==> src/rtl/mc_ctrl.sv <==
// mc_ctrl - multi-cycle control FSM for the MIPS datapath (PC, IM/IR, GRF,
// EXT, ALU, DM, NPC). Sequences each instruction through IF/ID/EX/MEM/WB,
// drives every write enable and mux select, stalls in MEM on the DM ready
// handshake and counts retired instructions.
//
// Ports:
//   clk, reset          clock, asynchronous active-high reset
//   op, func            IR[31:26], IR[5:0] fed back from the datapath
//   zero                ALU equal flag (used in EX for BEQ)
//   mem_ready           DM access complete (used in MEM only)
//   ir_write, pc_write, reg_write, mem_req, mem_we   enables
//   alusrc, aluctr, regdst, memtoreg, extop, npc_sel selects
//   state               current phase (IF=0 ID=1 EX=2 MEM=3 WB=4)
//   retire, retired     completion pulse and retired-instruction count
//
// state | meaning
// ------+---------------------------------------------------------------
// IF    | fetch: load IR from IM
// ID    | decode: class latched; J/JR/NOP finish here
// EX    | ALU operation; BEQ finishes here
// MEM   | DM access, held until mem_ready; SW finishes here
// WB    | GRF write-back and PC update

module mc_ctrl #(
    parameter int CNT_W = 32
) (
    input  logic             clk,
    input  logic             reset,
    input  logic [5:0]       op,
    input  logic [5:0]       func,
    input  logic             zero,
    input  logic             mem_ready,
    output logic             ir_write,
    output logic             pc_write,
    output logic             reg_write,
    output logic             mem_req,
    output logic             mem_we,
    output logic             alusrc,
    output logic [2:0]       aluctr,
    output logic [1:0]       regdst,
    output logic [1:0]       memtoreg,
    output logic [1:0]       extop,
    output logic [1:0]       npc_sel,
    output logic [2:0]       state,
    output logic             retire,
    output logic [CNT_W-1:0] retired
);

    localparam logic [2:0] S_IF  = 3'd0;
    localparam logic [2:0] S_ID  = 3'd1;
    localparam logic [2:0] S_EX  = 3'd2;
    localparam logic [2:0] S_MEM = 3'd3;
    localparam logic [2:0] S_WB  = 3'd4;

    localparam logic [3:0] C_NOP  = 4'd0;
    localparam logic [3:0] C_ADDU = 4'd1;
    localparam logic [3:0] C_SUBU = 4'd2;
    localparam logic [3:0] C_JR   = 4'd3;
    localparam logic [3:0] C_ORI  = 4'd4;
    localparam logic [3:0] C_LUI  = 4'd5;
    localparam logic [3:0] C_LW   = 4'd6;
    localparam logic [3:0] C_SW   = 4'd7;
    localparam logic [3:0] C_BEQ  = 4'd8;
    localparam logic [3:0] C_JAL  = 4'd9;
    localparam logic [3:0] C_J    = 4'd10;

    logic [2:0]       r_state;
    logic [3:0]       r_cls;
    logic [CNT_W-1:0] r_retired;
    logic [3:0]       w_dec;
    logic [2:0]       w_next;
    logic             w_retire;

    always_comb begin
        w_dec = C_NOP;
        case (op)
            6'b000000: begin
                case (func)
                    6'b100001: w_dec = C_ADDU;
                    6'b100011: w_dec = C_SUBU;
                    6'b001000: w_dec = C_JR;
                    default:   w_dec = C_NOP;
                endcase
            end
            6'b001101: w_dec = C_ORI;
            6'b001111: w_dec = C_LUI;
            6'b100011: w_dec = C_LW;
            6'b101011: w_dec = C_SW;
            6'b000100: w_dec = C_BEQ;
            6'b000011: w_dec = C_JAL;
            6'b000010: w_dec = C_J;
            default:   w_dec = C_NOP;
        endcase
    end

    always_ff @(posedge clk or posedge reset) begin
        if (reset) begin
            r_state   <= S_IF;
            r_cls     <= C_NOP;
            r_retired <= '0;
        end else begin
            r_state <= w_next;
            if (r_state == S_ID)
                r_cls <= w_dec;
            if (w_retire)
                r_retired <= r_retired + CNT_W'(1);
        end
    end

    always_comb begin
        w_next    = r_state;
        w_retire  = 1'b0;
        ir_write  = 1'b0;
        pc_write  = 1'b0;
        reg_write = 1'b0;
        mem_req   = 1'b0;
        mem_we    = 1'b0;
        alusrc    = 1'b0;
        aluctr    = 3'd0;
        regdst    = 2'd0;
        memtoreg  = 2'd0;
        extop     = 2'd0;
        npc_sel   = 2'd0;

        // ALU/EXT selects are held from EX to the end of the instruction so
        // aluout stays valid for the DM address and the write-back value.
        if (r_state == S_EX || r_state == S_MEM || r_state == S_WB) begin
            case (r_cls)
                C_SUBU, C_BEQ: aluctr = 3'd1;
                C_ORI:  begin aluctr = 3'd2; alusrc = 1'b1; extop = 2'd0; end
                C_LUI:  begin aluctr = 3'd2; alusrc = 1'b1; extop = 2'd2; end
                C_LW, C_SW: begin alusrc = 1'b1; extop = 2'd1; end
                default: aluctr = 3'd0;
            endcase
        end

        case (r_state)
            S_IF: begin
                ir_write = 1'b1;
                w_next   = S_ID;
            end
            S_ID: begin
                case (w_dec)
                    C_J:   begin w_retire = 1'b1; npc_sel = 2'd2; w_next = S_IF; end
                    C_JR:  begin w_retire = 1'b1; npc_sel = 2'd3; w_next = S_IF; end
                    C_NOP: begin w_retire = 1'b1; npc_sel = 2'd0; w_next = S_IF; end
                    C_JAL: w_next = S_WB;
                    default: w_next = S_EX;
                endcase
            end
            S_EX: begin
                if (r_cls == C_BEQ) begin
                    w_retire = 1'b1;
                    npc_sel  = zero ? 2'd1 : 2'd0;
                    w_next   = S_IF;
                end else if (r_cls == C_LW || r_cls == C_SW) begin
                    w_next = S_MEM;
                end else begin
                    w_next = S_WB;
                end
            end
            S_MEM: begin
                mem_req = 1'b1;
                mem_we  = (r_cls == C_SW);
                if (mem_ready) begin
                    if (r_cls == C_SW) begin
                        w_retire = 1'b1;
                        w_next   = S_IF;
                    end else begin
                        w_next = S_WB;
                    end
                end
            end
            S_WB: begin
                reg_write = 1'b1;
                w_retire  = 1'b1;
                w_next    = S_IF;
                case (r_cls)
                    C_ADDU, C_SUBU: regdst = 2'd1;
                    C_LW:           memtoreg = 2'd1;
                    C_JAL: begin regdst = 2'd2; memtoreg = 2'd2; npc_sel = 2'd2; end
                    default:        regdst = 2'd0;
                endcase
            end
            default: w_next = S_IF;
        endcase

        // PC is only ever loaded on the cycle the instruction retires.
        pc_write = w_retire;

        // Reset forces all enables and selects low immediately, even though
        // the state register already reads IF (which would raise ir_write).
        if (reset) begin
            w_retire  = 1'b0;
            ir_write  = 1'b0;
            pc_write  = 1'b0;
            reg_write = 1'b0;
            mem_req   = 1'b0;
            mem_we    = 1'b0;
            alusrc    = 1'b0;
            aluctr    = 3'd0;
            regdst    = 2'd0;
            memtoreg  = 2'd0;
            extop     = 2'd0;
            npc_sel   = 2'd0;
        end
    end

    assign state   = r_state;
    assign retire  = w_retire;
    assign retired = r_retired;

endmodule

==> config.mk <==
export PLATFORM = sky130hd
export DESIGN_NAME = mc_ctrl
export DESIGN_NICKNAME = d
export VERILOG_FILES = /design/src/rtl/mc_ctrl.sv
export SDC_FILE = /design/constraint.sdc
export NUM_CORES = 1
export LEC_CHECK = 0
export ABC_AREA = 1
export CAP_MARGIN = 10
export CORE_MARGIN = 2
export CORE_UTILIZATION = 50
export DETAILED_ROUTE_END_ITERATION = 8
export PLACE_DENSITY = 0.81
export SYNTH_ARGS = -nofsm -noshare
export SYNTH_HDL_FRONTEND = slang
export SYNTH_SLANG_ARGS = --single-unit
==> constraint.sdc <==
create_clock -name clk -period 2.9 [get_ports clk]
set_input_delay 0.29 -clock clk [delete_from_list [all_inputs] [get_ports clk]]
set_output_delay 0.29 -clock clk [all_outputs]
set_load 0.1 [all_outputs]
* Word level (Yosys, flattened, before mapping) *
Index checks and enable logic that the tools add are counted.

word-level totals
  bits in registers = 39
  input port bits = 16
  output and inout port bits = 53
  word-level logic and storage cells = 85

cells by class
  add/subtract/negate cells = 1
  eq/ne operators = 26
  muxes and demuxes = 43
  reductions and logical operators = 12

operator list
  cell                   number
  $add 32x1->32 const B  1
  $pmux 4 s8             1
  $eq 6x6->1 const B     4
  $pmux 2 s2             5
  $eq 6x4->1 const B     3
  $mux 1                 18
  $mux 2                 9
  $eq 4x3->1 const B     4
  $eq 4x4->1 const B     4
  $mux 3                 5
  $eq 6x2->1 const B     2
  $pmux 2 s3             2
  $pmux 3 s4             1
  $eq 4x2->1 const B     2
  $reduce_or 2->1        4
  $eq 3x2->1 const B     2
  $eq 6x3->1 const B     1
  $logic_not 6->1        1
  $pmux 3 s2             1
  $eq 4x1->1 const B     1
  $logic_not 4->1        1
  $pmux 1 s4             1
  $reduce_or 4->1        1
  $eq 3x1->1 const B     1
  other kinds (5)        7

* Depth between registers and ports, before layout *
Gate-level depths: netlist of run 1.

  depth after elaboration = 8
  gate-level depth with buffers = 14
  gate-level depth less buffers = 13

* Worst setup path before layout of run 1 *
No wires, ideal clock.

  kind = register to output
  from = reg r_state[2], in the netlist state[2]
  to = out memtoreg[0]
  arrival = 5485 ps
  required time = 2610 ps
  slack = -2875 ps
  stages on the path, launching flop included = 5
  path buffers = 0
  path through = dfrtp_1 -> nand2_1 -> nor2_1 -> inv_1 -> nor4_1

on the way
  longest elaborated chain between the ends = 3

RTL lines
  element                 RTL line  text
  from (decl)             67        logic [2:0] r_state;
  from (signal assigned)  102       r_state <= w_next;
  $eq 3x3->1              137       case (r_state)
  $mux 2                  137
  $mux 2                  193       if (reset) begin
  to (decl)               41        output logic [1:0] memtoreg,

No other way between the ends.

* Worst setup path in the final report of run 1 *
  from = reg r_state[2], in the netlist state[2]
  to = out extop[0]

on the way
  longest elaborated chain between the ends = 5

RTL lines
  element             RTL line  text
  $eq 3x2->1          127       if (r_state == S_EX || r_state == S_MEM || r_state == S_WB) begin
  $logic_or 1x1->1    127
  $logic_or 1x1->1 *  127
  $mux 2 *            127
  $mux 2 *            193
  to (decl)           42        output logic [1:0] extop,

Mark *: on every way between the ends. The rest lies on a longest branch, timed or not.

==> metrics, run 1 <==
outcome completed; Via density 5.31; design area 0.00368 sq mm; Via Count 2950; number of antenna diodes 0; Arr. time, crit path 2.21 ns; Worst Path Max Fanout 5; Tcrit/Tclk final 86.1%; Synth Area in Compound Gates 3.46%; number of synthesized flops with an enable pin 0; Final Skew 0.00984 ns; main combinational cell family by area after synthesis simple AND/OR/NAND/NOR gates; Worst Hold Class in -> async; Final Max Tran Viols 0; crit-path cells inv_1 -> nand2_1 -> nor2_1 -> inv_1 -> nand2_1 -> o21ai_0 -> nor2_2 -> buf_12; combinational share of power 53.2%; Static Leak 1.83 nW; CTS clk-pin slew, worst paths 0.08 ns; Adder-Cell Fraction of Synth Area 0.443%; Worst Setup End Kind output pin; area post-placement 0.00360 sq mm; register area share after synthesis 34.6%; Worst VDD drop 437 uV; Internal 1.05 mW; die width 79.1 um; final wirelength 7350 um; CP startpoint kind flop; Post-DRT Antenna Nets 0; critical path's slowest cell o21ai_0; Post-Syn Nets 434; initial antenna violation count 0; DR WL/cell 13.2 um; CTS hold repair buffers 0; # port buffers 67; simple-gate area share of the yosys netlist 43.5%; Seq pwr share 30.9%; Initial Util 51.6%; library cells used by synthesis 30; min Tclk post-route 2.50 ns; I/O pins 69; # Post-CTS Setup Buffers 0; Worst-Skew Late Latency 0.29 ns; NumNets Final 500; GRT Util Overall 24.5%; Fillers 505; root cell of the clock tree clkbuf_8; mux contribution to synthesized area 0%; Clk pwr share 15.9%; switching share of power 53.3%; largest net degree at the start of global routing 43; total core area 0.00547 sq mm; WP data required 2.61 ns; final setup fails 0; H-tree level count 2; P_sw 1.20 mW; Final Hold Vio Count 0; layout cells sized above 1 18.4%; Core Rows 27; Remaining Overflow, GRT 0; pwr/cell area 613 mW/mm^2; Clock Path Buffers 2; area of the die 0.00626 sq mm; Syn Area/Cell 6.77 sq um; Yosys warning total 0; TritonCTS clock tree yes; Detail Placement HPWL 5690 um; CTS buffer count 5; Starting DRT DRC Count 240; Synth Area in XOR/XNOR 9.31%; WHS 0.432 ns; max-slew headroom at the worst pin 27.7%; #FFs+latches synth 39; maxcap violations 0; clock sink count 39; Tightest Pin Transition 1.07 ns; Tot Pwr 2.26 mW; worst setup margin 0.402 ns; Remaining DRCs 0; die height 79.1 um; DP Worst Slack 0.465 ns; critical path type reg -> out; async set-reset flop share out of synthesis 100%; fmax 0.400 GHz; Mapped Area 0.00282 sq mm; Area growth, synth to finish 30.5%; first-pass GRT wire length 12500 um; final estimated routing congestion in global placement 0.932; Post-Synthesis Cells 417; CTS resizes 0; Slowest Stage Delay on Critical Path 0.84 ns; number of global-route vias before repair 2787; DRT Pass-1 Iters 4; RSZ-0062 raised after global routing no; most common flop cell mapped by yosys dfrtp_1
## area by class of cell
type / instances / area [sq um] / share of cell area (%)
flip-flops and latches: 39 / 980 / 26.6
well taps: 72 / 90.1 / 2.45
clock buffers: 7 / 76.3 / 2.07
clock inverters: 1 / 5.00 / 0.136
multi-input cells: 325 / 1690 / 45.9
repair buffers: 72 / 691 / 18.8
inverters: 40 / 150 / 4.08
## state kept, by name (all words and copies together), names as in the netlist
signal,count
r_cls,4
state,3
retired,32
## cell usage in the layout (no fill, tap or decap), drive strengths merged, types with 2 or more instances in the layout
cell,netlist,routed
nand2,129,129
nand3,57,57
buf,9,57
nor2,56,56
inv,40,40
dfrtp,39,39
xor2,18,18
clkdlybuf4s50,0,15
nor3,15,15
xnor2,12,12
nor4,9,9
o21ai,8,8
nand4,7,7
clkbuf,4,7
a21oi,4,4
nand3b,3,3
a31oi,2,2
## path summary, 6_finish.rpt
path | from | endpoint | slack (ns) | cells past startpoint
hold / removal | reset | r_cls[3] | 0.43 | 2
setup reg to reg | retired[0] | retired[24] | 0.88 | 11
setup / recovery | state[2] | extop[0] | 0.40 | 8
max in group asynchronous | reset | state[0] | 1.78 | 3
hold reg to reg | retired[30] | retired[30] | 0.52 | 2
min in group clk | retired[30] | retired[30] | 0.52 | 2
## cells in the mapped netlist, types with 2 or more instances
master | number | area [sq um]
nand2_2 | 2 | 12.5
nor3_2 | 2 | 20.0
nand2_1 | 125 | 469
xor2_1 | 18 | 158
buf_4 | 5 | 37.5
nor3_1 | 13 | 65.1
nand2_4 | 2 | 22.5
buf_6 | 3 | 33.8
nand3_1 | 55 | 275
nor4_1 | 9 | 56.3
inv_2 | 3 | 11.3
xnor2_1 | 12 | 105
nand3b_1 | 3 | 22.5
inv_1 | 37 | 139
dfrtp_1 | 39 | 976
nand4_1 | 7 | 43.8
a31oi_1 | 2 | 12.5
clkbuf_1 | 4 | 15.0
a21oi_1 | 4 | 20.0
nor2_1 | 54 | 203
nand3_2 | 2 | 20.0
o21ai_0 | 8 | 40.0
## through the flow
stage	utilization, %	setup TNS, ns	cells
floorplan	-	-0.142	417
global placement	65.8	0	548
detailed placement	65.8	0	548
CTS	67.3	0	556
global route	67.3	0	556
finish	67.3	0	556
## per-layer routing
| layer | GRT usage (%) | up-vias | part of all wire [%] |
|---|---|---|---|
| li1 | - | 1476 | - |
| met1 | 30.2 | 1373 | 42 |
| met2 | 44.1 | 94 | 51 |
| met3 | 4.20 | 7 | 5.5 |
| met4 | 6.38 | 0 | 0.86 |
| met5 | 0 | - | 0 |
## critical path: cells and delay by family (launching register included)
kind                   cells  cell delay [ns]
AOI/OAI and AO/OA          1             0.84
DFF                        1             0.39
buffers and inverters      3             0.36
and+or+nand+nor            4             0.32
## cell families (layout without fill, tap and decap cells)
logic type                 after synthesis  in the layout
DFF                                     39             39
xor gates and xnor gates                30             30
adders and majority gates                1              1
buffers and inverters                   53            120
AOI/OAI and AO/OA                       17             17
other                                    1              1
and+or+nand+nor                        276            276
## power by group through the flow
| stage | combinational [mW] | sequential [mW] | clock, mW |
|---|---|---|---|
| 2_1_floorplan | 0.656 | 0.990 | 0 |
| 3_3_place_gp | 1.19 | 0.701 | 0 |
| 3_5_place_dp | 1.20 | 0.706 | 0 |
| 4_1_cts | 1.20 | 0.696 | 0.364 |
| 5_1_grt | 1.28 | 0.708 | 0.380 |
| 6_report | 1.20 | 0.697 | 0.359 |
Note: power is estimated with default switching activity, not from simulation.
==> inputs of run 2 (changes only) <==
Settings changed: TNS_END_PERCENT from default to 50.
==> run 2 against run 1 <==
Net effect: utilization hardly changed; global-route usage is 0.46 points lower; clock skew is 0.0058 ns lower; critical path type unchanged; critical endpoint is now aluctr[0].
==> metrics, run 2 (synthesis gave the netlist of run 1 again) <==
outcome completed; Final Skew 0.00403 ns; CTS hold repair buffers 0; Multi-input gate area 0.00167 sq mm; GR peak layer met2; maxcap violations 0; WHS 0.444 ns; area post-placement 0.00358 sq mm; critical path type reg -> out; Clock Path Buffers 2; die width 79.1 um; Seq pwr share 29.8%; Internal 1.13 mW; WP data required 2.61 ns; switching share of power 51.1%; H-tree level count 2; die height 79.1 um; first-pass GRT wire length 12300 um; min Tclk post-route 2.46 ns; fin cells 554; DP Cell Count 547; Remaining Overflow, GRT 0; Arr. time, crit path 2.17 ns; final setup fails 0; Tot Pwr 2.32 mW; Worst Setup End Kind output pin; most common cell after layout, fill and taps aside nand2_1; Worst Path Max Fanout 5; Worst-Skew Late Latency 0.29 ns; M1 GR Usage 29.5%; design area 0.00368 sq mm; commonest non-fill, non-tap cells in the layout nand2_1, nand3_1, nor2_1; DRT Pass-1 Iters 5; Tcrit/Tclk final 84.9%; Initial Util 51.6%; clock sink count 39; Via Count 2919; number of global-route vias before repair 2770; Starting DRT DRC Count 236; reg2reg start r_cls[2]; final estimated routing congestion in global placement 0.946; pwr/cell area 631 mW/mm^2; DR WL/cell 13.1 um; Via density 5.27; P_sw 1.19 mW; Post-DRT Antenna Nets 0; RSZ-0062 raised after global routing no; Worst VDD drop 530 uV; Worst Hold Class in -> async; layout cells sized above 1 17.4%; fmax 0.406 GHz; max FFs per register 32; largest net degree at the start of global routing 71; CTS buffer count 5; number of antenna diodes 0; Fillers 485; I/O pins 69; CTS resizes 0; CP startpoint kind flop; root cell of the clock tree clkbuf_8; Tightest Pin Transition 0.909 ns; final wirelength 7240 um; Reg2Reg Depth 10; met2 GRT Util 42.7%; Core Rows 27; # port buffers 67; # Post-CTS Setup Buffers 0; Final Max Tran Viols 0; M3 GR Usage 4.66%; max-slew headroom at the worst pin 38.8%; r2r setup slk 0.92 ns; GRT Util Overall 24.0%; Clk pwr share 19.1%; reg2reg end retired[14]; combinational share of power 51.1%; total core area 0.00547 sq mm; initial antenna violation count 0; Remaining DRCs 0; area of the die 0.00626 sq mm; CTS clk-pin slew, worst paths 0.07 ns; Detail Placement HPWL 5490 um; Static Leak 1.83 nW; Area growth, synth to finish 30.4%; Sequential Area 978 sq um; fin util 67.2%; NumNets Final 499; Final Hold Vio Count 0; TritonCTS clock tree yes
[run 2: metal layers]
layer	vias to the layer above	share of wire [%]
met4	0	1.0
li1	1469	-
met5	-	0
met1	1337	42
met2	105	50
met3	8	6.6
[run 2: worst max path at each step]
stage               startpoint          end  slack [ns]  cells after the start
global route             op[1]       retire        0.28                     13
global placement         op[5]       retire        0.55                     13
finish                state[2]    aluctr[0]        0.44                      8
CTS                   state[2]    aluctr[0]        0.42                      8
detailed placement       op[2]       retire        0.52                     13
floorplan             state[0]  memtoreg[0]       -0.35                      5
[run 2: critical path: stages, from the launching register on]
cell     delay (ns)
dfrtp_2        0.39
inv_1          0.06
nand2_1        0.08
nor2_1         0.08
inv_1          0.07
nand2_1        0.06
o21ai_0        0.72
nor2_1         0.19
buf_12         0.23
[run 2: through the flow]
step / setup TNS [ns] / worst slack [ns]
3_3_place_gp: 0 / 0.552
4_1_cts: 0 / 0.423
6_report: 0 / 0.439
5_1_grt: 0 / 0.280
3_5_place_dp: 0 / 0.518
2_1_floorplan: -1.71 / -0.346
[run 2: cell type report]
type,instances,share of cell area (%)
Multi-Input combinational cell,325,45.5
Sequential cell,39,26.6
Timing Repair Buffer,71,18.6
Inverter,40,4.08
Tap cell,72,2.45
Clock buffer,6,1.97
Clock inverter,1,0.816
[run 2: power groups by stage]
stage	Clock, mW	Sequential, mW	Combinational [mW]
3_3_place_gp	0	0.700	1.18
4_1_cts	0.450	0.691	1.19
2_1_floorplan	0	0.988	0.649
6_report	0.444	0.692	1.19
5_1_grt	0.471	0.705	1.26
3_5_place_dp	0	0.701	1.19
==> inputs of run 3 (changes only) <==
Clock period 2.9 ns to 2.3 ns, I/O delays scaled along.
==> run 3 against run 2 <==
Net effect: clock-buffer cell count stayed put; clock skew is 0.0013 ns lower; worst setup slack worse by 0.31 ns; global-route usage is 0.94 points higher; register-to-register slack worse by 0.59 ns; total power is 31% higher; cell count is 1.1% higher; wire length is 2.5% higher; clock power is 23% higher; combinational power is 34% higher; final area is 6.6% higher; critical path type unchanged.
==> metrics, run 3 (synthesis gave the netlist of run 1 again) <==
min Tclk post-route 2.17 ns; worst setup margin 0.126 ns; Starting DRT DRC Count 247; Post-DRT Antenna Nets 0; Final Skew 0.00278 ns; Area growth, synth to finish 39.0%; WP data required 2.07 ns; family with the most delay on the worst path flip-flops; crit path buf inv count 3; # port buffers 67; clock sink count 39; total core area 0.00547 sq mm; maxcap violations 0; Tcrit/Tclk final 94.5%; die height 79.1 um; TritonCTS clock tree yes; number of global-route vias before repair 2811; Via density 5.43; Worst Setup End Kind output pin; RSZ-0062 raised after global routing no; final estimated routing congestion in global placement 0.933; Sequential Area 987 sq um; outcome completed; layout cells sized above 1 23.0%; Fillers 446; commonest non-fill, non-tap cells in the layout nand2_1, nand3_1, buf_4; Worst VDD drop 458 uV; NumNets Final 505; Worst Hold Class in -> reg; Final Max Tran Viols 0; CTS buffer count 5; Via Count 3038; die width 79.1 um; initial antenna violation count 0; critical path's slowest cell dfrtp_1; crit-path cells nor3_1 -> inv_1 -> nor2_1 -> a311oi_2 -> nand2_4 -> nand2_4 -> clkinvlp_4 -> buf_12; GRT Util Overall 25.0%; Final Hold Vio Count 0; max FFs per register 32; first-pass GRT wire length 12600 um; CTS clk-pin slew, worst paths 0.07 ns; root cell of the clock tree clkbuf_8; most common cell after layout, fill and taps aside nand2_1; most used cell along the critical path nand2_4; # Post-CTS Setup Buffers 0; largest net degree at the start of global routing 40; fmax 0.460 GHz; Initial Util 51.6%; Remaining Overflow, GRT 0; Clock Path Buffers 2; pwr/cell area 774 mW/mm^2; design area 0.00392 sq mm; final setup fails 0; DR WL/cell 13.3 um; DP Worst Slack 0.0402 ns; Arr. time, crit path 1.94 ns; Multi-input gate area 0.00174 sq mm; I/O pins 69; CP startpoint kind flop; Core Rows 27; Slowest Stage Delay on Critical Path 0.56 ns; Tot Pwr 3.04 mW; WHS 0.338 ns; number of antenna diodes 0; Sum Neg Setup Slack 0 ns; Worst Path Max Fanout 7; final wirelength 7430 um; Remaining DRCs 0; H-tree level count 2; area of the die 0.00626 sq mm; DRT Pass-1 Iters 4; Detail Placement HPWL 5740 um; critical path type reg -> out; area post-placement 0.00376 sq mm; Static Leak 1.93 nW; Worst-Skew Late Latency 0.28 ns
==> run 3: cell types whose count changed in the layout (fill, tap and decap cells not counted), sizes merged <==
cell           delta
buf               +6
clkdlybuf4s50     -6
clkinvlp          +1
dlymetal6s2s      +6
inv               -1
==> run 3: path summary, 6_finish.rpt <==
kind                       cells after the start           to        start  slack, ns
hold / removal                                 3     r_cls[3]        op[1]       0.34
max in group asynchronous                      3     state[1]        reset       1.17
setup / recovery                               8       retire     r_cls[1]       0.13
setup reg to reg                              11  retired[24]   retired[0]       0.33
hold reg to reg                                2  retired[30]  retired[30]       0.52
min in group asynchronous                      2     r_cls[3]        reset       0.45
==> run 3: layer usage <==
layer	global-route usage (%)	part of all wire (%)	vias to the layer above	wire length, um
met4	8.79	2.5	0	189
li1	-	-	1480	-
met5	0	0	-	0
met1	30.6	40	1409	3010
met2	43.5	50	128	3720
met3	5.11	6.8	21	507
==> run 3: per-stage QoR <==
stage	instances	util, %
2_1_floorplan	417	-
3_3_place_gp	553	68.7
3_5_place_dp	553	68.7
4_1_cts	560	70.6
5_1_grt	560	71.7
6_report	560	71.7
==> run 3: what timing repair did <==
action	4_1_cts	5_1_grt
hold buffers	0	0
endpoints found under the setup margin	0	3
resized for setup	0	19
==> run 3: layout make-up <==
type / count / share of cell area (%)
inverters: 40 / 3.92
repair buffers: 77 / 21.5
clock buffers: 6 / 1.85
flip-flops and latches: 39 / 25.2
clock inverters: 1 / 0.766
well taps: 72 / 2.30
multi-input cells: 325 / 44.5
==> run 3: worst reg2reg max path, stage by stage (launching register included) <==
cell,delay (ns)
dfrtp_1,0.46
ha_1,0.28
nand3_1,0.15
inv_1,0.14
nand3_1,0.15
nor2_1,0.12
nand2_1,0.09
nor2_1,0.13
nand2_1,0.08
xnor2_1,0.12
nand3_1,0.08
nand2_1,0.06
==> run 3: power by group <==
group | internal (mW) | switching (mW)
sequential | 0.771 | 0.119
clock | 0.318 | 0.229
combinational | 0.417 | 1.18
total | 1.51 | 1.53
